## src/rtl/dmem_arbiter_if.sv

```systemverilog
// Requester and dmem-side signal bundle for the two-master data-memory arbiter.
// slave = arbiter view, master = requesters plus memory view.
interface dmem_arbiter_if #(
  parameter int ADDR_W = 32
);
  logic              r0_req_i, r0_we_i, r0_lock_i;
  logic [2:0]        r0_op_i;
  logic [ADDR_W-1:0] r0_addr_i;
  logic [31:0]       r0_wdata_i;
  logic              r0_gnt_o, r0_rvalid_o, r0_err_o;
  logic [31:0]       r0_rdata_o;

  logic              r1_req_i, r1_we_i, r1_lock_i;
  logic [2:0]        r1_op_i;
  logic [ADDR_W-1:0] r1_addr_i;
  logic [31:0]       r1_wdata_i;
  logic              r1_gnt_o, r1_rvalid_o, r1_err_o;
  logic [31:0]       r1_rdata_o;

  logic [ADDR_W-1:0] mem_addr_o;
  logic [31:0]       mem_st_data_o;
  logic              mem_st_en_o;
  logic              mem_sb_en_o, mem_sh_en_o, mem_sw_en_o;
  logic              mem_lb_en_o, mem_lh_en_o, mem_lw_en_o, mem_lbu_en_o, mem_lhu_en_o;
  logic [31:0]       mem_ld_data_i;

  modport slave (
    input  r0_req_i, r0_we_i, r0_lock_i, r0_op_i, r0_addr_i, r0_wdata_i,
    output r0_gnt_o, r0_rvalid_o, r0_err_o, r0_rdata_o,
    input  r1_req_i, r1_we_i, r1_lock_i, r1_op_i, r1_addr_i, r1_wdata_i,
    output r1_gnt_o, r1_rvalid_o, r1_err_o, r1_rdata_o,
    output mem_addr_o, mem_st_data_o, mem_st_en_o,
    output mem_sb_en_o, mem_sh_en_o, mem_sw_en_o,
    output mem_lb_en_o, mem_lh_en_o, mem_lw_en_o, mem_lbu_en_o, mem_lhu_en_o,
    input  mem_ld_data_i
  );

  modport master (
    output r0_req_i, r0_we_i, r0_lock_i, r0_op_i, r0_addr_i, r0_wdata_i,
    input  r0_gnt_o, r0_rvalid_o, r0_err_o, r0_rdata_o,
    output r1_req_i, r1_we_i, r1_lock_i, r1_op_i, r1_addr_i, r1_wdata_i,
    input  r1_gnt_o, r1_rvalid_o, r1_err_o, r1_rdata_o,
    input  mem_addr_o, mem_st_data_o, mem_st_en_o,
    input  mem_sb_en_o, mem_sh_en_o, mem_sw_en_o,
    input  mem_lb_en_o, mem_lh_en_o, mem_lw_en_o, mem_lbu_en_o, mem_lhu_en_o,
    output mem_ld_data_i
  );
endinterface

```

## src/rtl/dmem_arbiter.sv

```systemverilog
// Two-requester arbiter for the single dmem/MMIO port: IDLE -> ACCESS -> RESP,
// with lock-based ownership, op/alignment checking and a registered response.
module dmem_arbiter #(
  parameter bit FIXED_PRIO = 1'b0,
  parameter int ADDR_W     = 32
) (
  input  logic           clk_i,
  input  logic           rst_ni,
  dmem_arbiter_if.slave  bus
);
  localparam int NUM_REQ = 2;

  typedef enum logic [1:0] {IDLE, ACCESS, RESP} state_e;

  typedef struct packed {
    logic              we;
    logic [2:0]        op;
    logic [ADDR_W-1:0] addr;
    logic [31:0]       wdata;
    logic              lock;
  } req_t;

  state_e                    state_q, state_d;
  req_t [NUM_REQ-1:0]        req_in;
  logic [NUM_REQ-1:0]        req_v, gnt, rvalid;
  logic [NUM_REQ-1:0][31:0]  rdata;
  req_t                      lat;
  logic                      lat_id, lat_err, last_id;
  logic [31:0]               rdata_q;
  logic                      win_id, win_v, gnt_any, err_in;

  assign req_v     = {bus.r1_req_i, bus.r0_req_i};
  assign req_in[0] = '{we: bus.r0_we_i, op: bus.r0_op_i, addr: bus.r0_addr_i,
                       wdata: bus.r0_wdata_i, lock: bus.r0_lock_i};
  assign req_in[1] = '{we: bus.r1_we_i, op: bus.r1_op_i, addr: bus.r1_addr_i,
                       wdata: bus.r1_wdata_i, lock: bus.r1_lock_i};

  function automatic logic op_err(input logic we, input logic [2:0] op, input logic [1:0] a);
    case (op)
      3'b000:  op_err = 1'b0;
      3'b001:  op_err = a[0];
      3'b010:  op_err = |a;
      3'b100:  op_err = we;
      3'b101:  op_err = we | a[0];
      default: op_err = 1'b1;
    endcase
  endfunction

  // A locked owner that is still requesting wins outright; otherwise normal tie-break.
  always_comb begin
    win_v  = |req_v;
    win_id = 1'b0;
    if (lat.lock && req_v[lat_id])
      win_id = lat_id;
    else if (&req_v)
      win_id = FIXED_PRIO ? 1'b0 : ~last_id;
    else
      win_id = req_v[1] & ~req_v[0];
  end

  assign gnt_any = rst_ni && (state_q == IDLE) && win_v;
  assign err_in  = op_err(req_in[win_id].we, req_in[win_id].op, req_in[win_id].addr[1:0]);

  always_comb begin
    state_d = state_q;
    case (state_q)
      IDLE:    if (gnt_any) state_d = err_in ? RESP : ACCESS;
      ACCESS:  state_d = RESP;
      RESP:    state_d = IDLE;
      default: state_d = IDLE;
    endcase
  end

  always_ff @(posedge clk_i or negedge rst_ni) begin
    if (!rst_ni) begin
      state_q <= IDLE;
      lat     <= '0;
      lat_id  <= 1'b0;
      lat_err <= 1'b0;
      last_id <= 1'b1;
      rdata_q <= '0;
    end else begin
      state_q <= state_d;
      if (gnt_any) begin
        lat     <= req_in[win_id];
        lat_id  <= win_id;
        lat_err <= err_in;
        last_id <= win_id;
        rdata_q <= '0;
      end else if (state_q == IDLE && lat.lock && !req_v[lat_id]) begin
        lat.lock <= 1'b0;
      end
      if (state_q == ACCESS && !lat.we)
        rdata_q <= bus.mem_ld_data_i;
    end
  end

  for (genvar i = 0; i < NUM_REQ; i++) begin : g_req
    assign gnt[i]    = gnt_any && (win_id == 1'(i));
    assign rvalid[i] = (state_q == RESP) && (lat_id == 1'(i));
    assign rdata[i]  = rvalid[i] ? rdata_q : '0;
  end

  assign bus.r0_gnt_o    = gnt[0];
  assign bus.r1_gnt_o    = gnt[1];
  assign bus.r0_rvalid_o = rvalid[0];
  assign bus.r1_rvalid_o = rvalid[1];
  assign bus.r0_rdata_o  = rdata[0];
  assign bus.r1_rdata_o  = rdata[1];
  assign bus.r0_err_o    = rvalid[0] & lat_err;
  assign bus.r1_err_o    = rvalid[1] & lat_err;

  // Erroneous ops never reach ACCESS, so only legal encodings decode here.
  logic st, ld;
  assign st = (state_q == ACCESS) &  lat.we;
  assign ld = (state_q == ACCESS) & ~lat.we;

  assign bus.mem_addr_o    = lat.addr;
  assign bus.mem_st_data_o = lat.wdata;
  assign bus.mem_st_en_o   = st;
  assign bus.mem_sb_en_o   = st && lat.op == 3'b000;
  assign bus.mem_sh_en_o   = st && lat.op == 3'b001;
  assign bus.mem_sw_en_o   = st && lat.op == 3'b010;
  assign bus.mem_lb_en_o   = ld && lat.op == 3'b000;
  assign bus.mem_lh_en_o   = ld && lat.op == 3'b001;
  assign bus.mem_lw_en_o   = ld && lat.op == 3'b010;
  assign bus.mem_lbu_en_o  = ld && lat.op == 3'b100;
  assign bus.mem_lhu_en_o  = ld && lat.op == 3'b101;
endmodule

```

## src/flat_wrapper.sv

```systemverilog
// flat-port wrapper written by rule: the top's interface ports become plain ports
module dmem_arbiter_flat 
#(
  parameter bit FIXED_PRIO = 1'b0,
  parameter int ADDR_W     = 32
)
  (clk_i, rst_ni, bus_r0_req_i, bus_r0_we_i, bus_r0_lock_i, bus_r0_op_i, bus_r0_addr_i, bus_r0_wdata_i, bus_r0_gnt_o, bus_r0_rvalid_o, bus_r0_err_o, bus_r0_rdata_o, bus_r1_req_i, bus_r1_we_i, bus_r1_lock_i, bus_r1_op_i, bus_r1_addr_i, bus_r1_wdata_i, bus_r1_gnt_o, bus_r1_rvalid_o, bus_r1_err_o, bus_r1_rdata_o, bus_mem_addr_o, bus_mem_st_data_o, bus_mem_st_en_o, bus_mem_sb_en_o, bus_mem_sh_en_o, bus_mem_sw_en_o, bus_mem_lb_en_o, bus_mem_lh_en_o, bus_mem_lw_en_o, bus_mem_lbu_en_o, bus_mem_lhu_en_o, bus_mem_ld_data_i);
  dmem_arbiter_if #(.ADDR_W(ADDR_W)) bus_i ();
  input  logic clk_i;
  input  logic rst_ni;
  input wire logic [$bits(bus_i.r0_req_i)-1:0] bus_r0_req_i;
  input wire logic [$bits(bus_i.r0_we_i)-1:0] bus_r0_we_i;
  input wire logic [$bits(bus_i.r0_lock_i)-1:0] bus_r0_lock_i;
  input wire logic [$bits(bus_i.r0_op_i)-1:0] bus_r0_op_i;
  input wire logic [$bits(bus_i.r0_addr_i)-1:0] bus_r0_addr_i;
  input wire logic [$bits(bus_i.r0_wdata_i)-1:0] bus_r0_wdata_i;
  output wire logic [$bits(bus_i.r0_gnt_o)-1:0] bus_r0_gnt_o;
  output wire logic [$bits(bus_i.r0_rvalid_o)-1:0] bus_r0_rvalid_o;
  output wire logic [$bits(bus_i.r0_err_o)-1:0] bus_r0_err_o;
  output wire logic [$bits(bus_i.r0_rdata_o)-1:0] bus_r0_rdata_o;
  input wire logic [$bits(bus_i.r1_req_i)-1:0] bus_r1_req_i;
  input wire logic [$bits(bus_i.r1_we_i)-1:0] bus_r1_we_i;
  input wire logic [$bits(bus_i.r1_lock_i)-1:0] bus_r1_lock_i;
  input wire logic [$bits(bus_i.r1_op_i)-1:0] bus_r1_op_i;
  input wire logic [$bits(bus_i.r1_addr_i)-1:0] bus_r1_addr_i;
  input wire logic [$bits(bus_i.r1_wdata_i)-1:0] bus_r1_wdata_i;
  output wire logic [$bits(bus_i.r1_gnt_o)-1:0] bus_r1_gnt_o;
  output wire logic [$bits(bus_i.r1_rvalid_o)-1:0] bus_r1_rvalid_o;
  output wire logic [$bits(bus_i.r1_err_o)-1:0] bus_r1_err_o;
  output wire logic [$bits(bus_i.r1_rdata_o)-1:0] bus_r1_rdata_o;
  output wire logic [$bits(bus_i.mem_addr_o)-1:0] bus_mem_addr_o;
  output wire logic [$bits(bus_i.mem_st_data_o)-1:0] bus_mem_st_data_o;
  output wire logic [$bits(bus_i.mem_st_en_o)-1:0] bus_mem_st_en_o;
  output wire logic [$bits(bus_i.mem_sb_en_o)-1:0] bus_mem_sb_en_o;
  output wire logic [$bits(bus_i.mem_sh_en_o)-1:0] bus_mem_sh_en_o;
  output wire logic [$bits(bus_i.mem_sw_en_o)-1:0] bus_mem_sw_en_o;
  output wire logic [$bits(bus_i.mem_lb_en_o)-1:0] bus_mem_lb_en_o;
  output wire logic [$bits(bus_i.mem_lh_en_o)-1:0] bus_mem_lh_en_o;
  output wire logic [$bits(bus_i.mem_lw_en_o)-1:0] bus_mem_lw_en_o;
  output wire logic [$bits(bus_i.mem_lbu_en_o)-1:0] bus_mem_lbu_en_o;
  output wire logic [$bits(bus_i.mem_lhu_en_o)-1:0] bus_mem_lhu_en_o;
  input wire logic [$bits(bus_i.mem_ld_data_i)-1:0] bus_mem_ld_data_i;
  assign bus_i.r0_req_i = bus_r0_req_i;
  assign bus_i.r0_we_i = bus_r0_we_i;
  assign bus_i.r0_lock_i = bus_r0_lock_i;
  assign bus_i.r0_op_i = bus_r0_op_i;
  assign bus_i.r0_addr_i = bus_r0_addr_i;
  assign bus_i.r0_wdata_i = bus_r0_wdata_i;
  assign bus_r0_gnt_o = bus_i.r0_gnt_o;
  assign bus_r0_rvalid_o = bus_i.r0_rvalid_o;
  assign bus_r0_err_o = bus_i.r0_err_o;
  assign bus_r0_rdata_o = bus_i.r0_rdata_o;
  assign bus_i.r1_req_i = bus_r1_req_i;
  assign bus_i.r1_we_i = bus_r1_we_i;
  assign bus_i.r1_lock_i = bus_r1_lock_i;
  assign bus_i.r1_op_i = bus_r1_op_i;
  assign bus_i.r1_addr_i = bus_r1_addr_i;
  assign bus_i.r1_wdata_i = bus_r1_wdata_i;
  assign bus_r1_gnt_o = bus_i.r1_gnt_o;
  assign bus_r1_rvalid_o = bus_i.r1_rvalid_o;
  assign bus_r1_err_o = bus_i.r1_err_o;
  assign bus_r1_rdata_o = bus_i.r1_rdata_o;
  assign bus_mem_addr_o = bus_i.mem_addr_o;
  assign bus_mem_st_data_o = bus_i.mem_st_data_o;
  assign bus_mem_st_en_o = bus_i.mem_st_en_o;
  assign bus_mem_sb_en_o = bus_i.mem_sb_en_o;
  assign bus_mem_sh_en_o = bus_i.mem_sh_en_o;
  assign bus_mem_sw_en_o = bus_i.mem_sw_en_o;
  assign bus_mem_lb_en_o = bus_i.mem_lb_en_o;
  assign bus_mem_lh_en_o = bus_i.mem_lh_en_o;
  assign bus_mem_lw_en_o = bus_i.mem_lw_en_o;
  assign bus_mem_lbu_en_o = bus_i.mem_lbu_en_o;
  assign bus_mem_lhu_en_o = bus_i.mem_lhu_en_o;
  assign bus_i.mem_ld_data_i = bus_mem_ld_data_i;
  dmem_arbiter #(.FIXED_PRIO(FIXED_PRIO), .ADDR_W(ADDR_W)) u_core (.clk_i(clk_i), .rst_ni(rst_ni), .bus(bus_i));
endmodule
```

## config.mk

```make
export PLATFORM = sky130hd
export DESIGN_NAME = dmem_arbiter_flat
export DESIGN_NICKNAME = d
export VERILOG_FILES = /design/src/rtl/dmem_arbiter_if.sv /design/src/rtl/dmem_arbiter.sv /design/src/flat_wrapper.sv
export SDC_FILE = /design/constraint.sdc
export NUM_CORES = 1
export LEC_CHECK = 0
export CAP_MARGIN = 20
export CORE_MARGIN = 5
export CORE_UTILIZATION = 36
export DETAILED_ROUTE_END_ITERATION = 8
export PLACE_DENSITY_LB_ADDON = 0.1
export SLEW_MARGIN = 20
export SYNTH_ARGS = -nofsm -noshare
export SYNTH_HDL_FRONTEND = slang
export SYNTH_SLANG_ARGS = --single-unit
```

## constraint.sdc

```tcl
create_clock -name clk_i -period 1.4 [get_ports clk_i]
set_input_delay 0.14 -clock clk_i [delete_from_list [all_inputs] [get_ports clk_i]]
set_output_delay 0.14 -clock clk_i [all_outputs]
set_load 0.01 [all_outputs]
```

# After elaboration in Yosys (flattened, before gate mapping)
# Cells that the tools add are included.
[word_totals] ff_bits=106 in_bits=174 word_cells=78
[classes] magnitude_cmp=2 n_eq_ne=11 mux=16 bitwise_logic=11 n_reduce_logical=28
[ops] cell="69-bit two-way mux" n=2
[ops] cell="32-bit two-way mux" n=4
[ops] cell="1-bit logical AND" n=18
[ops] cell="3-bit equality test, second input constant" n=4
[ops] cell="3-bit by 1-bit equality test with 1-bit output, second input constant" n=2
[ops] cell="3-bit by 2-bit equality test with 1-bit output, second input constant" n=2
[ops] cell="3-bit zero test" n=2
[ops] cell="1-bit two-way mux" n=6
[ops] cell="1-bit AND" n=5
[ops] cell="1-bit NOT" n=5
[ops] cell="1-bit case mux with 5 select lines" n=1
[ops] cell="1-bit by 2-bit less-than comparator with 1-bit output, second input constant" n=2
[ops] cell="2-bit two-way mux" n=2
[ops] cell="2-bit case mux with 2 select lines" n=1
[ops] cell="2-bit nonzero test" n=2
[ops] cell="2-bit OR reduction" n=2
[ops] cell="2-bit by 1-bit equality test with 1-bit output, second input constant" n=1
[ops] cell="2-bit equality test, second input constant" n=1
[ops] cell="1-bit zero test" n=2
[ops] cell="2-bit zero test" n=1
[ops] cell="2-bit by 1-bit != test with 1-bit output, second input constant" n=1
[ops] cell="2-bit AND reduction" n=1
[ops] cell="1-bit OR" n=1

# Logic depth before layout (Yosys ltp)
# Gate-level depths: netlist of run 1.
[depth] ltp_word=11 depth_mapped=7 depth_no_buf=4

# Worst setup path before layout of run 1
# Ideal clock, no wire load.
[synth_timing] path_type="reg2reg" startpoint="register u_core.lat[0] (netlist name)" endpoint="register u_core.lat (netlist bit u_core.bus.mem_addr_o[30])" setup_time_ns=0.120 arrival_time_ns=1.362 required_time_ns=1.280 slack_ns=-0.082 path_stages_with_launch=7 n_path_buf=2 synth_period_minus_slack_ns=1.482 path_cell_list="dfrtp_1 -> or2_1 -> a31oi_2 -> buf_6 -> buf_12 -> mux2i_1 -> o21ai_2"
[synth_via] elab_chain_cells=4
[synth_rtl] element="from (decl)" line_no="dmem_arbiter.sv:27" source="req_t lat;"
[synth_rtl] element="from (signal assigned)" line_no="dmem_arbiter.sv:85" source="lat <= req_in[win_id];"
[synth_rtl] element="1-bit logical AND" line_no="dmem_arbiter.sv:53" source="if (lat.lock && req_v[lat_id])"
[synth_rtl] element="1-bit two-way mux" line_no="dmem_arbiter.sv:53"
[synth_rtl] element="69-bit two-way mux (not written as such) (2 in a row)" line_no="dmem_arbiter.sv:85"
# Every way passes these cells. The select of a mux whose other input is x is not followed.
# A chain may end at the register's enable or synchronous reset.

# Worst setup path in the final report of run 1
[layout_timing] startpoint="register u_core.state_q[1]" endpoint="register u_core.lat (netlist bit u_core.bus.mem_addr_o[6])"
[layout_via] elab_chain_cells=3
[layout_rtl] element="from (decl)" line_no="dmem_arbiter.sv:23" source="state_e state_q, state_d;"
[layout_rtl] element="from (signal assigned)" line_no="dmem_arbiter.sv:83" source="state_q <= state_d;"
[layout_rtl] element="2-bit zero test" line_no="dmem_arbiter.sv:61" source="assign gnt_any = rst_ni && (state_q == IDLE) && win_v;"
[layout_rtl] element="1-bit logical AND (2 in a row)" line_no="dmem_arbiter.sv:61"
# Every way passes these cells.

==> results of run 1 <==
## final cells by class
| class | instances | area (sq um) |
|---|---|---|
| fill | 1188 | 4770 |
| timing repair buffer | 409 | 4480 |
| multi-input combinational | 410 | 3370 |
| sequential | 106 | 2660 |
| tap | 216 | 270 |
| clock buffer | 12 | 256 |
| clock inverter | 4 | 73.8 |
| inverter | 2 | 7.51 |
## synth_stat cells (3+ instances only)
cell	number
nand2_1	137
dfrtp_1	105
mux2i_1	71
buf_4	68
o21ai_1	68
and2_1	67
nand3_1	32
clkbuf_1	20
nor2_1	9
buf_12	7
buf_2	6
nor4_1	4
buf_1	3
## path summary, 6_finish.rpt
check	startpoint	end	cells after the start
max	u_core.state_q[1]$_DFFE_PN0P_	u_core.bus.mem_addr_o[6]$_DFFE_PN0P_	9
min	bus_mem_ld_data_i[23]	u_core.rdata_q[23]$_DFFE_PN0P_	3
max reg2reg	u_core.state_q[1]$_DFFE_PN0P_	u_core.bus.mem_addr_o[6]$_DFFE_PN0P_	9
min reg2reg	u_core.bus.mem_st_data_o[29]$_DFFE_PN0P_	u_core.bus.mem_st_data_o[29]$_DFFE_PN0P_	2
max in group asynchronous	rst_ni	u_core.rdata_q[24]$_DFFE_PN0P_	4
min in group asynchronous	rst_ni	u_core.lat[0]$_DFFE_PN0P_	3
## flip-flops by register name (all words and copies together), names as in the netlist
signal and flops:
u_core.last_id 1, u_core.bus.mem_addr_o 32, u_core.lat 5, u_core.rdata_q 32, u_core.lat_id 1, u_core.lat_err 1
u_core.state_q 2, u_core.bus.mem_st_data_o 32
## through the flow
step	hold WS, ns	instance area (sq um)	std cells	setup TNS [ns]
final	0.324	11100	1159	-47.09
after global routing	0.316	11100	1159	-57.92
after CTS	0.310	10300	1160	-58.56
after detailed placement	0.151	8790	1080	-66.08
after global placement	0.149	8790	1080	-59.84
after floorplan	-0.156	5820	623	-3.03
## where the power goes
group	switching [W]	internal [W]	leakage [nW]	total, W
Sequential	0.000698	0.00385	1.35	0.00455
Combinational	0.00256	0.00326	3.81	0.00582
Clock	0.00115	0.00167	0.163	0.00281
## per-layer routing
layer,vias to the layer above,global-route usage (%)
met4,2,9.37
met1,2694,26.9
met3,50,6.40
li1,2644,-
met5,-,0
met2,251,41.0
## kinds of logic after synthesis
family                 Yosys count
AOI/OAI and AO/OA               79
buffers and inverters          107
DFF                            106
muxes                           71
and+or+nand+nor                260
## critical path, delay by kind of cell (launching register included)
family	cells	cell delay, ns
compound gates	2	0.26
buf+inv	5	0.75
flops	1	0.44
simple gates	2	0.16
## repair_timing
item	in CTS	in global routing
buffers inserted	34	11
setup endpoints to repair	233	263
gates cloned	30	3
pin swaps	53	52
hold buffers	1	0
endpoints found under the hold margin	44	0
gates resized for setup	536	247
==> results.md, run 1 <==
* GR Overflow Total at 0
* Static Leak at 5.32 nW
* Starting Density at 36.6%
* Area share of fa/ha/maj cells after synthesis at 0%
* Die area at between 0.015 and 0.02 sq mm
* Number of max-cap violations at 0
* Xor and xnor fraction of the mapped netlist area at 0%
* GPL Wtd Cong at approximately 0.77
* Async SR Flop Fraction at 100%
* Avg Cell Area, Syn at 9.32 sq um
* Largest net degree at the start of global routing at 62
* Pre-CTS setup slack at -0.457 ns
* CTS sink count at between 100 and 150
* Critical Path End Type: flip-flop
* Max VDD drop at 683 uV
* CTS tree: built
* Antenna violations before repair at 1
* First-pass GRT wire length at 33.2 mm
* Worst skew pair latency at 0.35 ns
* Num CTS Buffers at 9
* Die height at 137 um
* Nets at 1112
* Share of Yosys cell area claimed by the top area cell type at 45.2%
* Wire per inst at 19.8 um
* Most frequent cells in the layout: 172 x clkdlybuf4s50_1, 102 x dfrtp_1, 100 x nand2_1, 71 x buf_6, 47 x dlygate4sd2_1
* Post-synth EDFFs at 0
* DRC at 0
* Die Wd at around 140 um
* Via count at roughly 5600
* Reg clk slew, reported paths at 0.07 ns
* Total core area at 0.0159 sq mm
* Post-synth cell types at 33
* Largest cells by area after synthesis: dfrtp_1 45%, mux2i_1 12%, nand2_1 8.9%
* Reg2Reg Setup Slack at -0.33 ns
* Worst-path fanout max at 6
* Cells after Synth at 623
* Fin worst setup slack at -0.332 ns
* Pwr dens at about 1200 mW/mm^2
* Final period utilization at 124%
* Area Growth Syn to Fin at 91.4%
* Drt pass-1 iters at 4
* Yosys reg bits at 106
* Detailed Place HPWL at 14.1 mm
* Slew headroom at 69.4%
* Hold Vio Cnt, Final at 0
* Largest family of logic cells by synthesized area: simple AND/OR/NAND/NOR gates
* Row count at between 40 and 50
* Share of post-route cells with drive strength above 1 at 40.9%
* WS Path Type: reg -> reg
* Met2 WL at about 12 mm
* Commonest non-fill, non-tap cell in the layout: clkdlybuf4s50_1
* Diode count at 0
* Netlist Area Pre-Place at around 0.0058 sq mm
* Mux contribution to synthesized area at between 10 and 15%
* Final setup vio count at 185
* Worst path arrival time at a little under 2 ns
* Met3 WL at 1.91 mm
* Drt first-iter violations at 183
* Register area share after synthesis at 45.7%
* Unrepaired setup endpoints after global routing: true
* Fin crit period at 1.73 ns
* Failing checks: setup timing
* Worst-case clock buffer depth at 2
* Vias in the first global route at 5881
* CP Cell Sequence: buf_6 > nor2_4 > o211ai_1 > buf_6 > buf_8 > buf_6 > buf_16 > nand2_2 > o21ai_1
* WL final at 22.9 mm
* Crit-path max cell delay at 0.44 ns
* Status: finished, violations left
* Fmax at 577 MHz
* Post-Synth Simple-Gate Area at 21.2%
* Post-route ant nets at 0
* CTS root buffer: clkbuf_16
* Max Slew Vio Count at 0
* Post-synth top area cell: dfrtp_1
* Synth Area in Compound Gates at 7.37%
* Synth warn at 0
* Buffers added on ports at about 320
* Tot GR Track Use at between 20% and 30%
* Synthesized Nets at 797
* Tot Pwr at between 0.01 and 0.015 W
* Critical Path RT at between 1.5 and 2 ns
* Crit path launch type: flip-flop
* Most frequent CP cell: buf_6
* Ports at 317
* Met1 wire length at 8.35 mm
* Top sig layer: met5
* Hold crit path type: in -> reg
* H-tree levels at 3
* Ys flop type: dfrtp_1
* Fin util at 70.0%
* Setup Skew at 0.00862 ns
* Worst-margin pin slew at 0.458 ns
* Slowest-stage cell, CP: dfrtp_2
* Via-to-Cell Ratio at 4.87
No activity file was read; power rests on OpenSTA's default activity.
==> run 2: changes to the inputs <==
--- a/config.mk
+++ b/config.mk
@@ -7,7 +7,7 @@
 export LEC_CHECK = 0
 export CAP_MARGIN = 20
 export CORE_MARGIN = 5
-export CORE_UTILIZATION = 36
+export CORE_UTILIZATION = 43
 export DETAILED_ROUTE_END_ITERATION = 8
 export PLACE_DENSITY_LB_ADDON = 0.1
 export SLEW_MARGIN = 20
==> constraint.sdc (replaced) <==
create_clock -name clk_i -period 2.2 [get_ports clk_i]
set_input_delay 0.22 -clock clk_i [delete_from_list [all_inputs] [get_ports clk_i]]
set_output_delay 0.22 -clock clk_i [all_outputs]
set_load 0.01 [all_outputs]
==> results.md, run 2 (synthesized netlist as in run 1, its figures left out) <==
* Pwr dens at 768 mW/mm^2 (-35%)
* Crit path launch type: flip-flop
* Max VDD drop at 404 uV (-41%)
* Placed cell area at 0.00859 sq mm (-2.2%)
* Unrepaired setup endpoints after global routing: false
* Max Slew Vio Count at 0 (unchanged)
* Nets at 1040 (-6.5%)
* Antenna violations before repair at 0 (-1)
* Die area at 0.0159 sq mm (-15%)
* WS Path Type: reg -> out
* Via-to-Cell Ratio at 4.88 (+0.28%)
* H-tree levels at 3 (unchanged)
* Die Wd at 126 um (-7.9%)
* Hold Startpoint: bus_mem_ld_data_i[24]
* Wire per inst at 17.0 um (-14%)
* Crit path from: u_core.state_q[0]$_DFFE_PN0P_
* Number of max-cap violations at 0 (unchanged)
* Hold crit path type: in -> reg
* Most frequent cells in the layout: 243 x clkdlybuf4s50_1, 137 x nand2_1, 102 x dfrtp_1, 71 x mux2i_1
* Die height at 126 um (-7.9%)
* Tot GR Track Use at 21.1% (-2.2 points)
* Worst path arrival time at 1.91 ns (-0.06 ns)
* Largest net degree at the start of global routing at 89 (+44%)
* Worst skew pair latency at 0.34 ns (about the same)
* Final instance area at 0.00918 sq mm (-17%)
* Ports at 317 (unchanged)
* CTS root buffer: clkbuf_16
* Post-route ant nets at 0 (unchanged)
* Drt first-iter violations at 312 (+70%)
* Drt pass-1 iters at 6 (+2)
* Num CTS Buffers at 9 (unchanged)
* Worst-margin pin slew at 0.804 ns (+0.346 ns)
* Met3 WL at 1.53 mm (-20%)
* Met1 wire length at 6.82 mm (-18%)
* Total core area at 0.0132 sq mm (-17%)
* WL final at 17.8 mm (-22%)
* Critical Path End Type: output port
* Area used by multi-input combinational logic at 0.00240 sq mm (-29%)
* Worst-path fanout max at 5 (-1)
* Diode count at 0 (unchanged)
* Crit-path max cell delay at 0.55 ns (+0.11 ns)
* Fin util at 69.4% (-0.65 points)
* GPL Wtd Cong at 0.857 (+12%)
* Vias in the first global route at 5313 (-9.7%)
* Reg clk slew, reported paths at 0.07 ns (about the same)
* Commonest non-fill, non-tap cell in the layout: clkdlybuf4s50_1
* Static Leak at 5.27 nW (-0.94%)
* GR Overflow Total at 0 (unchanged)
* Buffers added on ports at 316 (unchanged)
* Starting Density at 43.9% (+7.3 points)
* First-pass GRT wire length at 27.3 mm (-18%)
* CTS sink count at 106 (unchanged)
* Fmax at around 470 MHz
* Worst-case clock buffer depth at 2 (unchanged)
* WHS at 0.404 ns (+0.0797 ns)
* Register area at 0.00266 sq mm (unchanged)
* Slowest-stage cell, CP: clkdlybuf4s50_1
* Setup Skew at 0.0116 ns (+0.00300 ns)
* Row count at 42 (-8.7%)
* Share of post-route cells with drive strength above 1 at 5.86% (-35 points)
* Worst r2r src: u_core.lat[0]$_DFFE_PN0P_
* Status: finished clean
* Fillers at 1034 (-13%)
* Critical Path RT at 1.98 ns (+0.34 ns)
* Fin crit period at 2.13 ns
* Via count at 5110 (-9.4%)
* Most frequent CP cell: buf_4
* CP Cell Sequence: nor3b_4 > buf_4 > buf_4 > and2_1 > clkdlybuf4s50_1
* Area Growth Syn to Fin at 58.1%
* DRC at 0 (unchanged)
* CTS tree: built
* Slew headroom at 46.4% (-23 points)
* Final setup vio count at 0 (-100%)
* Hold Vio Cnt, Final at 0 (unchanged)
* Detailed Place HPWL at 13.5 mm (-3.8%)
* Met2 WL at 9.13 mm (-23%)
* Final period utilization at 97.0%
* Top sig layer: met4
## run 2: changes by cell type in the layout (fill, tap and decap cells not counted), moves of 37 or more
| cell | delta |
|---|---|
| clkdlybuf4s50_1 | +71 |
| and2_1 | +40 |
| dlymetal6s2s_1 | +51 |
| dlygate4sd2_1 | -43 |
| nand2_1 | +37 |
| and2_4 | -41 |
| buf_6 | -69 |
## run 2: layout make-up
cell class | instances | area share, %
tap | 176 | 2.40
clock buffer | 9 | 2.45
sequential | 106 | 28.9
multi-input combinational | 410 | 26.1
inverter | 2 | 0.0817
clock inverter | 7 | 1.02
timing repair buffer | 337 | 39.0
## run 2: per-stage QoR
step	instances	total power [W]	setup TNS, ns	setup slack, ns
after CTS	1042	0.00710	-0.00877	-0.00877
after floorplan	623	0.00440	0	0.653
after global placement	1025	0.00529	0	0.150
final	1047	0.00705	0	0.0666
after global routing	1047	0.00747	0	0.000478
after detailed placement	1025	0.00536	0	0.114
## run 2: worst max-delay path, delay by kind of cell (launching register included)
family                 cells  cell delay [ns]
buffers and inverters      3             0.81
DFF                        1             0.45
and+or+nand+nor            2             0.32
## run 2: where the power goes
part	total (W)	switching, W	internal (W)
Clock	0.00171	0.000712	0.000996
Sequential	0.00278	0.000327	0.00245
Combinational	0.00257	0.00113	0.00144
## run 2: timing repair
action | in CTS | in global routing
buffers inserted | 0 | 3
hold endpoints to repair | 20 | 0
resized for setup | 11 | 70
gates cloned | 0 | 2
endpoints found under the setup margin | 36 | 68
hold buffers | 1 | 0
pin swaps | 1 | 1
## run 2: final timing paths
kind | endpoint | slack, ns | cells after the start
worst max-delay path | bus_r0_rdata_o[23] | 0.07 | 5
worst min-delay path | u_core.rdata_q[24]$_DFFE_PN0P_ | 0.40 | 3
worst max register to register | u_core.state_q[1]$_DFFE_PN0P_ | 0.33 | 5
worst min register to register | u_core.bus.mem_st_data_o[4]$_DFFE_PN0P_ | 0.48 | 2
max in group asynchronous | u_core.state_q[0]$_DFFE_PN0P_ | 0.91 | 3
min in group asynchronous | u_core.rdata_q[20]$_DFFE_PN0P_ | 0.49 | 3
## run 2: layer usage
layer,GRT usage [%],vias up
li1,-,2471
met1,24.0,2397
met2,37.6,218
met3,6.90,24
met4,6.75,0
met5,0,-
==> run 3: changes to the inputs <==
--- a/config.mk
+++ b/config.mk
@@ -6,9 +6,10 @@
 export NUM_CORES = 1
 export LEC_CHECK = 0
 export CAP_MARGIN = 20
-export CORE_MARGIN = 5
-export CORE_UTILIZATION = 43
+export CORE_AREA = 5 5 121 123
 export DETAILED_ROUTE_END_ITERATION = 8
+export DIE_AREA = 0 0 126 128
+export DONT_BUFFER_PORTS = 1
 export PLACE_DENSITY_LB_ADDON = 0.1
 export SLEW_MARGIN = 20
 export SYNTH_ARGS = -nofsm -noshare
==> results.md, run 3 (synthesized netlist as in run 1, its figures left out) <==
* Vias in the first global route at 3982 (-25%)
* GR Overflow Total at 0 (unchanged)
* Postcts setup bufs at 0 (unchanged)
* Antenna violations before repair at 1 (+1)
* Max Slew Vio Count at 0 (unchanged)
* Wire per inst at 19.1 um (+12%)
* Detailed Place HPWL at 10.7 mm (-21%)
* Worst-margin pin slew at 0.501 ns (-0.303 ns)
* Buffers added on ports at 0 (-100%)
* CTS tree: built
* Ports at 317 (unchanged)
* Hold crit path type: in -> async
* Reg clk slew, reported paths at 0.07 ns (about the same)
* Worst-path fanout max at 31 (+26)
* Total core area at 0.0136 sq mm (+2.4%)
* Unrepaired setup endpoints after global routing: false
* Static Leak at 2.90 nW (-45%)
* Worst-case clock buffer depth at 2 (unchanged)
* Fillers at 1317 (+27%)
* Die Wd at 126 um (-0.18%)
* Max VDD drop at 354 uV (-12%)
* WS Path Type: reg -> out
* Post-CTS sizing at 0 (-11)
* Commonest non-fill, non-tap cell in the layout: nand2_1
* Hold Vio Cnt, Final at 106 (+106)
* Drt first-iter violations at 194 (-38%)
* Status: finished, violations left
* CTS root buffer: clkbuf_16
* Setup Skew at 0.00689 ns (-0.00474 ns)
* DRC at 0 (unchanged)
* Worst path arrival time at 1.67 ns (-0.24 ns)
* Critical Path End Type: output port
* Share of post-route cells with drive strength above 1 at 6.03% (+0.18 points)
* Crit path launch type: flip-flop
* Via count at 3878 (-24%)
* H-tree levels at 3 (unchanged)
* CTS sink count at 106 (unchanged)
* Worst skew pair latency at 0.35 ns (about the same)
* First-pass GRT wire length at 22.5 mm (-17%)
* WHS at -0.436 ns (-0.839 ns)
* Num CTS Buffers at 9 (unchanged)
* Die area at 0.0161 sq mm (+1.2%)
* Fin crit period at 1.89 ns (-0.248 ns)
* Critical Path RT at 1.98 ns (about the same)
* Die height at 128 um (+1.4%)
* Drt pass-1 iters at 4 (-2)
* Via-to-Cell Ratio at 5.10 (+4.5%)
* Tot GR Track Use at 17.8% (-3.4 points)
* Slew headroom at 66.6% (+20 points)
* Number of max-cap violations at 0 (unchanged)
* Fmax at 530 MHz (+13%)
* Most frequent cells in the layout: 137 x nand2_1, 105 x dfrtp_1, 71 x mux2i_1, 68 x o21ai_1, 67 x and2_1
* Fin util at 44.7% (-25 points)
* CTS hold repair buffers at 32 (+31)
* Failing checks: hold timing
* Largest net degree at the start of global routing at 110 (+24%)
* Final period utilization at 85.7% (-11 points)
* Diode count at 0 (unchanged)
* Row count at 43 (+2.4%)
* Post-route ant nets at 0 (unchanged)
* Starting Density at 42.8% (-1.0 points)
* Area Growth Syn to Fin at 4.37%
* R2R depth at 5 (unchanged)
* WL final at 14.5 mm (-18%)
* Setup TNS at 0 ns (unchanged)
* Final setup vio count at 0 (unchanged)
* Nets at 750 (-28%)
* GPL Wtd Cong at 0.762 (-11%)
* Pwr dens at 975 mW/mm^2 (+27%)
[run 3: critical path, cell delays in order (launching register included)]
cell and delay (ns):
dfrtp_1 0.39, or2_1 0.24, a31oi_4 0.27, buf_12 0.26
nor2_1 0.12
[run 3: area by class of cell]
type,count,area (sq um),area share (%)
Inverter,2,7.51,0.124
Timing Repair Buffer,47,470,7.76
Multi-Input combinational cell,410,2390,39.4
Clock buffer,13,260,4.29
Tap cell,180,225,3.71
Sequential cell,106,2650,43.8
Clock inverter,2,60.1,0.991
[run 3: final timing paths]
kind	startpoint	to	slack, ns
worst max-delay path	u_core.lat[0]$_DFFE_PN0P_	bus_r0_gnt_o	0.31
worst min-delay path	rst_ni	u_core.bus.mem_st_data_o[7]$_DFFE_PN0P_	-0.44
min in group clk_i	bus_r0_wdata_i[1]	u_core.bus.mem_st_data_o[1]$_DFFE_PN0P_	0.06
worst max register to register	u_core.lat[0]$_DFFE_PN0P_	u_core.bus.mem_addr_o[22]$_DFFE_PN0P_	0.54
worst min register to register	u_core.rdata_q[4]$_DFFE_PN0P_	u_core.rdata_q[4]$_DFFE_PN0P_	0.51
max in group asynchronous	rst_ni	u_core.last_id$_DFFE_PN1P_	2.44
[run 3: through the flow]
stage | cell area (sq um) | power, W | cells | setup slack [ns]
floorplan | 5810 | 0.00440 | 623 | 0.653
global placement | 5420 | 0.00415 | 713 | 0.540
detailed placement | 5420 | 0.00421 | 713 | 0.509
CTS | 6060 | 0.00602 | 760 | 0.305
global route | 6060 | 0.00629 | 760 | 0.232
finish | 6060 | 0.00591 | 760 | 0.314
[run 3: routing by layer]
layer  wire (um)  GRT usage (%)
met1        5460           20.4
met2        7290           30.2
met3        1500           6.67
met4         283           6.88
met5           0              0
[run 3: power by group]
group | switching (W) | total (W) | internal [W] | leakage, nW
Combinational | 0.000630 | 0.00112 | 0.000495 | 1.39
Sequential | 0.000599 | 0.00305 | 0.00245 | 1.35
Clock | 0.000683 | 0.00174 | 0.00105 | 0.156
Total | 0.00191 | 0.00591 | 0.00400 | 2.90
